## config.mk

```make
export PLATFORM = sky130hd
export DESIGN_NAME = pc_redirect_ctrl
export DESIGN_NICKNAME = d
export VERILOG_FILES = /design/src/rtl/pc_redirect_ctrl_pkg.sv /design/src/rtl/pc_redirect_ctrl_popcount8.sv /design/src/rtl/pc_redirect_ctrl.sv
export SDC_FILE = /design/constraint.sdc
export NUM_CORES = 1
export LEC_CHECK = 0
export ABC_AREA = 1
export CAP_MARGIN = 20
export CELL_PAD_IN_SITES_DETAIL_PLACEMENT = 1
export CELL_PAD_IN_SITES_GLOBAL_PLACEMENT = 1
export CORE_ASPECT_RATIO = 0.7
export CORE_MARGIN = 4
export CORE_UTILIZATION = 40
export CTS_CLUSTER_DIAMETER = 30
export DETAILED_ROUTE_END_ITERATION = 7
export DONT_BUFFER_PORTS = 1
export GPL_TIMING_DRIVEN = 1
export PLACE_DENSITY_LB_ADDON = 0.15
export SYNTH_ARGS = -nofsm -noshare
export SYNTH_HDL_FRONTEND = slang
export SYNTH_SLANG_ARGS = --single-unit
```

## constraint.sdc

```tcl
create_clock -name clk -period 1.48 [get_ports clk]
set_input_delay 0.148 -clock clk [delete_from_list [all_inputs] [get_ports clk]]
set_output_delay 0.148 -clock clk [all_outputs]
set_load 0.02 [all_outputs]
```

## src/rtl/pc_redirect_ctrl_pkg.sv

```systemverilog
// pc_redirect_ctrl_pkg: PC-source select encodings and FSM states shared by the redirect controller.
package pc_redirect_ctrl_pkg;
  typedef enum logic [2:0] {
    PCSEL_INC  = 3'd0,
    PCSEL_RF   = 3'd1,
    PCSEL_MEM  = 3'd2,
    PCSEL_IMM  = 3'd3,
    PCSEL_RRPC = 3'd4,
    PCSEL_LHI  = 3'd5,
    PCSEL_ALU  = 3'd6
  } pcSel_e;
  typedef enum logic {IDLE, MULTI} state_e;
endpackage

```

## src/rtl/pc_redirect_ctrl_popcount8.sv

```systemverilog
// popcount8: combinational count of set bits in an LM/SM register list.
module popcount8 #(
  parameter int W  = 8,
  parameter int CW = $clog2(W + 1)
) (
  input  logic [W-1:0]  bits,
  output logic [CW-1:0] count
);
  always_comb begin
    count = '0;
    for (int i = 0; i < W; i++) count = count + CW'(bits[i]);
  end
endmodule

```

## src/rtl/pc_redirect_ctrl.sv

```systemverilog
// pc_redirect_ctrl: arbitrates ID/RR/EX/MEM redirects into fetch PC select, flushes, and load-use / LM-SM stalls.
module pc_redirect_ctrl
  import pc_redirect_ctrl_pkg::*;
#(
  parameter int REGLIST_W = 8,
  parameter int CNT_W     = 16
) (
  input  logic                 clk,
  input  logic                 reset,
  input  logic                 id_jal,
  input  logic                 id_lhi_r7,
  input  logic                 rr_jlr,
  input  logic                 rr_multi,
  input  logic [REGLIST_W-1:0] rr_reglist,
  input  logic                 ex_redirect,
  input  logic                 mem_load_r7,
  input  logic                 ld_use_hazard,
  output logic [2:0]           pc_sel,
  output logic                 pc_write,
  output logic                 stall_if_id,
  output logic                 stall_id_rr,
  output logic                 flush_if_id,
  output logic                 flush_id_rr,
  output logic                 flush_rr_ex,
  output logic                 flush_ex_mem,
  output logic                 multi_busy,
  output logic [CNT_W-1:0]     redirect_cnt
);
  localparam int CW = $clog2(REGLIST_W + 1);
  state_e        state, stateNext;
  logic [CW-1:0] count, countNext, popCnt;
  logic          inMulti, lastXfer, lateRedir, earlyRedir, redirect, holdFetch;
  popcount8 #(.W(REGLIST_W), .CW(CW)) uPop (.bits(rr_reglist), .count(popCnt));
  // ID/RR stages are frozen during MULTI, so only EX/MEM redirects can win there.
  always_comb begin
    inMulti      = state == MULTI;
    lastXfer     = inMulti && count == CW'(1);
    lateRedir    = mem_load_r7 || ex_redirect;
    earlyRedir   = !inMulti && (rr_jlr || id_jal || id_lhi_r7);
    redirect     = lateRedir || earlyRedir;
    holdFetch    = !redirect && (inMulti || ld_use_hazard);
    pc_sel       = mem_load_r7 ? PCSEL_MEM : ex_redirect ? PCSEL_ALU : !inMulti && rr_jlr ? PCSEL_RF :
                   !inMulti && id_jal ? PCSEL_IMM : !inMulti && id_lhi_r7 ? PCSEL_LHI :
                   lastXfer ? PCSEL_RRPC : PCSEL_INC;
    pc_write     = redirect || (inMulti ? lastXfer : !ld_use_hazard);
    stall_if_id  = holdFetch;
    stall_id_rr  = holdFetch;
    flush_if_id  = redirect;
    flush_id_rr  = lateRedir || (!inMulti && rr_jlr);
    flush_rr_ex  = lateRedir || (!redirect && !inMulti && ld_use_hazard);
    flush_ex_mem = mem_load_r7;
    multi_busy   = inMulti && !lateRedir;
    stateNext    = inMulti ? ((lateRedir || lastXfer) ? IDLE : MULTI)
                           : ((rr_multi && popCnt > CW'(1) && !lateRedir) ? MULTI : IDLE);
    countNext    = stateNext == IDLE ? '0 : inMulti ? count - CW'(1) : popCnt - CW'(1);
  end
  always_ff @(posedge clk or negedge reset) begin
    if (!reset) begin
      state        <= IDLE;
      count        <= '0;
      redirect_cnt <= '0;
    end else begin
      state <= stateNext;
      count <= countNext;
      if (redirect && redirect_cnt != '1) redirect_cnt <= redirect_cnt + CNT_W'(1);
    end
  end
endmodule

```

==> reports/summary.txt, run 1 <==
Type of the most critical hold path: primary input to async pin
Cell Area, Placed: 0.00197 mm2
Critical Path Source Type: primary input
Initial DRC Count: 135
Nets: 332
PnR Total Power: 2.97 mW
Drt via density: 5.29
Outcome: finished with violations
CTS tree: yes
Initial antenna violation count: 0
P per Cell Area: 1220 mW/mm2
Post-Syn Area: 0.00166 mm2
Router iterations before antenna repair: 4
DIE HEIGHT: 61.8 um
Worst-path clk slew: 0.08 ns
Filler cells: 494
GRT overflow: 0
Placement Setup Slack: -1.76 ns
Max FO, Critical Path: 5
FMAX: 344 MHz
Drt wl/cell: 18.8 um
Period utilization: 1.96
Number of buffers added on ports: 0
Post-layout min period: 2.90 ns
TritonCTS Sinks: 21
Met2 Use GR: 0.317
Residual DRC: 0
Synth async-reset ratio: 1.00
Busiest grt layer: met2
GR Layer Usage met3: 0.0448
Slew @ Worst Pin: 0.317 ns
Core Util, Final: 0.620
Num ports: 44
RSZ-0062 raised after global routing: yes
Worst path required time: 1.68 ns
Final Instance Area: 0.00244 mm2
Final cell count without fillers: 354
Clock Skew: 0.00425 ns
Met1 Use GR: 0.272
Critical path's top delay family: adder cells
Num CTS Buffers: 3
Predominant post-synthesis flop cell: dfrtp_1
Setup Crit Path Kind: primary input to flip-flop
Final worst slack: -1.42 ns
DIE WIDTH: 84.9 um
Initial core utilization: 0.420
Clock Tree Buf Depth: 2
Final HPWL DP: 3.75 mm
Core area: 0.00395 mm2
Synth Instances: 243
Worst path bufs/invs: 3
First-pass GRT wire length: 7.97 mm
Yosys reg bits: 21
Finish-stage setup viols: 22
Die Area: 0.00525 mm2
H-tree Lvls: 1
Largest net degree at the start of global routing: 22
Number of global-route vias before repair: 1676
Failing checks: negative setup slack
Worst VDD drop: 0.00129 V
Critical-path cell list: ha_4 -> inv_2 -> fa_1 -> fa_1 -> inv_2 -> fa_2 -> inv_2 -> fa_1 -> ha_2 -> or2_4 -> nand3_2 -> nand2_2 -> nand2_2 -> nand2_4 -> nor2_1
Post-synth EDFFs: 0
Top-count cell post-synth: nand2_1
Crit end category: flip-flop
Total track usage: 0.193
Slew HR: 0.788
Max_cap viols: 0
Row Count: 19
Most frequent cells after synthesis: nand2_1 (93), inv_1 (32), nor2_1 (27)
CP arrival: 3.10 ns
Post-synthesis net count: 272
RD Place Congestion: 0.754
Routed Antenna Nets: 0
Area leader, netlist: dfrtp_1
Leakage: 1.23 nW
Max Slew Vio Count: 0
Root Driver: clkbuf_8
TNS Setup: -7.93 ns
Inst Count DP: 323
Sequential fraction of the synthesis area: 0.317
Diode count: 0
Synth warn: 0
Final WL: 6.64 mm
Cell with the largest stage delay on the worst path: fa_1
Netlist cell types: 23
Area contributors post-synth: dfrtp_1 (32%), nand2_1 (21%), inv_1 (7.3%)
P&R area growth vs syn: 47.6%
Worst skew pair latency: 0.27 ns
Hold WS: 0.194 ns
Top cell type's share of synthesized area: 0.317
Hold Fails Final Rpt: 0
Share of layout cells above drive strength 1: 0.430
Largest stage delay on the critical path: 0.51 ns
Syn Area/Cell: 6.82 um2
Vias: 1871
## placed cells by master (no fill, tap or decap), types with 4 or more instances in the layout
cell type and count:
nand2_2 23, nor2_2 7, inv_1 28, inv_2 5, buf_4 51, o21ai_0 4
nor2_1 21, dfrtp_1 15, o21ai_2 4, nand4_1 6, nand3_1 11, xnor2_1 8
nand2_1 67, nand2_4 6, dfrtp_2 6
## registers in the layout, indices dropped and copies added, names as in the netlist
register and count:
inMulti 1, redirect_cnt 16, count 4
## final timing paths
kind | depth (start not counted) | endpoint | slack [ns] | from
min in group clk | 6 | count[1]$_DFF_PN0_ | 0.25 | rr_multi
hold / removal | 1 | redirect_cnt[10]$_DFFE_PN0P_ | 0.19 | reset
hold reg to reg | 2 | redirect_cnt[7]$_DFFE_PN0P_ | 0.57 | redirect_cnt[7]$_DFFE_PN0P_
setup reg to reg | 8 | redirect_cnt[2]$_DFFE_PN0P_ | -0.09 | redirect_cnt[14]$_DFFE_PN0P_
max in group asynchronous | 2 | redirect_cnt[2]$_DFFE_PN0P_ | 0.88 | reset
setup / recovery | 15 | count[3]$_DFF_PN0_ | -1.42 | rr_reglist[1]
## cell type report
cell class              instances  area [um2]  share of cell area
repair inverters                1        6.26             0.00256
repair buffers                 59         518               0.212
inverters                      35         139              0.0568
flip-flops and latches         21         533               0.218
clock buffers                   4        45.0              0.0184
multi-input cells             182        1140               0.466
well taps                      52        65.1              0.0266
## power by group
| part | switching [mW] | leakage [nW] | internal, mW |
|---|---|---|---|
| Clock | 0.207 | 0.0228 | 0.193 |
| Sequential | 0.158 | 0.272 | 0.698 |
| Combinational | 0.937 | 0.940 | 0.779 |
## cells by family (layout without fill, tap and decap cells)
logic type | after synthesis | in the layout | synth area share
simple gates | 149 | 149 | 0.375
flops | 21 | 21 | 0.317
buf+inv | 40 | 99 | 0.108
compound gates | 13 | 13 | 0.0491
xor+xnor | 8 | 8 | 0.0423
fa+ha+maj | 12 | 12 | 0.109
## timing repair
action / 4_1_cts / 5_1_grt
cloned: 0 / 2
gates resized for setup: 7 / 56
hold buffers: 1 / 0
setup buffers: 3 / 20
setup endpoints to repair: 18 / 25
pin swaps: 11 / 23
hold endpoints to repair: 21 / 0
## metal layers
| layer | wire [um] | share of wire | vias to the layer above |
|---|---|---|---|
| met1 | 2940 | 0.44 | 929 |
| met3 | 457 | 0.069 | 15 |
| met2 | 3130 | 0.47 | 65 |
| li1 | - | - | 862 |
| met5 | 0 | 0 | - |
| met4 | 114 | 0.017 | 0 |
(Power assumes the default switching activity.)
==> inputs of run 2 (changes only) <==
--- a/config.mk
+++ b/config.mk
@@ -17,6 +17,7 @@
 export DONT_BUFFER_PORTS = 1
 export GPL_TIMING_DRIVEN = 1
 export PLACE_DENSITY_LB_ADDON = 0.15
+export SKIP_CTS_REPAIR_TIMING = 1
 export SYNTH_ARGS = -nofsm -noshare
 export SYNTH_HDL_FRONTEND = slang
 export SYNTH_SLANG_ARGS = --single-unit
==> run 2 against run 1 <==
Compared with the run above: the run still ends with negative setup slack left; sequential power shrank 0.6%; register-to-register slack gained 0.12 ns; cell count shrank 2.8%; clock skew increased by 0.0092 ns; sequential share of layout area rose by 1.8 points; critical path depth unchanged.
==> reports/summary.txt, run 2 (synthesis gave the netlist of run 1 again) <==
Outcome: finished with violations
Failing checks: negative setup slack
DIE WIDTH: 84.9 um (unchanged)
Final cell count without fillers: 344 (-2.8%)
Hold Fails Final Rpt: 0 (unchanged)
Slew HR: 0.805 (+0.0172)
Worst skew pair latency: 0.27 ns (about the same)
FMAX: 344 MHz (about the same)
Top reg by flops: redirect_cnt
Clock Skew: 0.0135 ns (+0.00922 ns)
Period utilization: 1.96 (about the same)
Root Driver: clkbuf_8
Max_cap viols: 0 (unchanged)
Inst Count DP: 323 (unchanged)
RD Place Congestion: 0.754 (unchanged)
Initial antenna violation count: 0 (unchanged)
Final WL: 5.28 mm (-20%)
Crit end category: flip-flop
Post-layout min period: 2.90 ns (+0.0000400 ns)
RSZ-0062 raised after global routing: yes
Num ports: 44 (unchanged)
Slew @ Worst Pin: 0.292 ns (-0.0246 ns)
Max Slew Vio Count: 0 (unchanged)
Initial core utilization: 0.420 (unchanged)
GRT overflow: 0 (unchanged)
Final Instance Area: 0.00224 mm2 (-8.2%)
Number of buffers added on ports: 0 (unchanged)
CTS tree: yes
Leakage: 1.11 nW (-9.8%)
Final worst slack: -1.42 ns (-0.0000400 ns)
Filler cells: 512 (+3.6%)
Cell Area, Placed: 0.00197 mm2 (unchanged)
Nets: 322 (-3.0%)
Int Pwr: 1.58 mW (-5.6%)
Total track usage: 0.185 (-0.00784)
Max FO, Critical Path: 5 (unchanged)
Number of global-route vias before repair: 1608 (-4.1%)
CP arrival: 3.10 ns (about the same)
Clock Tree Buf Depth: 2 (unchanged)
Diode count: 0 (unchanged)
Drt wl/cell: 15.4 um (-18%)
Row Count: 19 (unchanged)
Largest register FFs: 16 (unchanged)
First-pass GRT wire length: 7.61 mm (-4.5%)
Share of layout cells above drive strength 1: 0.318 (-0.112)
Core area: 0.00395 mm2 (unchanged)
Finish-stage setup viols: 7 (-68%)
Final HPWL DP: 3.75 mm (unchanged)
Placement Setup Slack: -1.76 ns (unchanged)
Sw Ratio: 0.424 (-0.0138)
Vias: 1710 (-8.6%)
Drt via density: 4.97 (-5.9%)
Critical Path Source Type: primary input
DIE HEIGHT: 61.8 um (unchanged)
Num CTS Buffers: 3 (unchanged)
TritonCTS Sinks: 21 (unchanged)
Routed Antenna Nets: 0 (unchanged)
P&R area growth vs syn: 35.5%
Initial DRC Count: 89 (-34%)
Most frequent cells in the layout: nand2_1 (88), buf_4 (45), inv_1 (28)
P_sw: 1.16 mW (-11%)
Worst path required time: 1.67 ns (about the same)
Setup Crit Path Kind: primary input to flip-flop
H-tree Lvls: 1 (unchanged)
P per Cell Area: 1220 mW/mm2 (+0.37%)
Commonest non-fill, non-tap cell in the layout: nand2_1
Worst VDD drop: 0.000911 V (-29%)
Residual DRC: 0 (unchanged)
Die Area: 0.00525 mm2 (unchanged)
Largest net degree at the start of global routing: 22 (unchanged)
Type of the most critical hold path: primary input to flip-flop
Seq pwr share: 0.311 (+0.023)
Worst-path clk slew: 0.09 ns (about the same)
Power share of the clock group: 0.147 (+0.013)
Combinational share of power: 0.542 (-0.036)
Router iterations before antenna repair: 4 (unchanged)
run 2: layer usage:
layer	wire length [um]	track usage	vias to the layer above
met2	2420	0.297	34
met5	0	0	-
met3	216	0.0435	4
li1	-	-	839
met1	2630	0.267	833
met4	14	0.0203	0
run 2: worst paths after layout:
path,from,endpoint,depth (start not counted),slack (ns)
worst max-delay path,rr_reglist[1],count[0]$_DFF_PN0_,15,-1.42
worst min-delay path,rr_multi,count[1]$_DFF_PN0_,6,0.26
worst max register to register,redirect_cnt[4]$_DFFE_PN0P_,redirect_cnt[12]$_DFFE_PN0P_,7,0.03
worst min register to register,redirect_cnt[8]$_DFFE_PN0P_,redirect_cnt[8]$_DFFE_PN0P_,1,0.55
max in group asynchronous,reset,redirect_cnt[0]$_DFFE_PN0P_,2,1.02
min in group asynchronous,reset,redirect_cnt[4]$_DFFE_PN0P_,2,0.29
run 2: layout make-up:
| cell class | count | area, um2 | share of cell area |
|---|---|---|---|
| tap | 52 | 65.1 | 0.0290 |
| inverter | 35 | 136 | 0.0608 |
| multi-input combinational | 182 | 1060 | 0.474 |
| sequential | 21 | 529 | 0.236 |
| clock buffer | 4 | 45.0 | 0.0201 |
| timing repair buffer | 50 | 405 | 0.181 |
run 2: power groups by stage:
stage | Combinational, mW | Clock, mW | Sequential (mW)
6_report | 1.48 | 0.404 | 0.851
3_5_place_dp | 1.22 | 0 | 0.857
2_1_floorplan | 0.705 | 0 | 0.964
5_1_grt | 1.65 | 0.441 | 0.867
4_1_cts | 1.23 | 0.403 | 0.846
3_3_place_gp | 1.17 | 0 | 0.848
run 2: worst max-delay path: stages:
cell and delay (ns):
ha_4 0.24, inv_2 0.03, fa_1 0.45, fa_1 0.51
inv_2 0.04, fa_2 0.34, inv_2 0.06, fa_1 0.45
ha_2 0.21, or2_4 0.22, nand3_2 0.06, nand2_2 0.06
nand2_2 0.08, nand2_4 0.07, nor2_1 0.12
run 2: stage by stage:
step           TNS, ns  power, mW  hold slack [ns]  utilization
2_1_floorplan    -8.02       1.67           -0.148            -
5_1_grt          -8.61       2.96            0.292        0.569
3_3_place_gp     -8.33       2.02           -0.147        0.500
6_report         -6.99       2.74            0.262        0.569
3_5_place_dp     -8.69       2.08           -0.147        0.500
4_1_cts          -7.77       2.48           -0.435        0.511
==> inputs of run 3 (changes only) <==
--- a/config.mk
+++ b/config.mk
@@ -15,7 +15,6 @@
 export CTS_CLUSTER_DIAMETER = 30
 export DETAILED_ROUTE_END_ITERATION = 7
 export DONT_BUFFER_PORTS = 1
-export GPL_TIMING_DRIVEN = 1
 export PLACE_DENSITY_LB_ADDON = 0.15
 export SKIP_CTS_REPAIR_TIMING = 1
 export SYNTH_ARGS = -nofsm -noshare
==> results of run 3 <==
The final DEF is identical to that of run 2; final timing and power are the same.
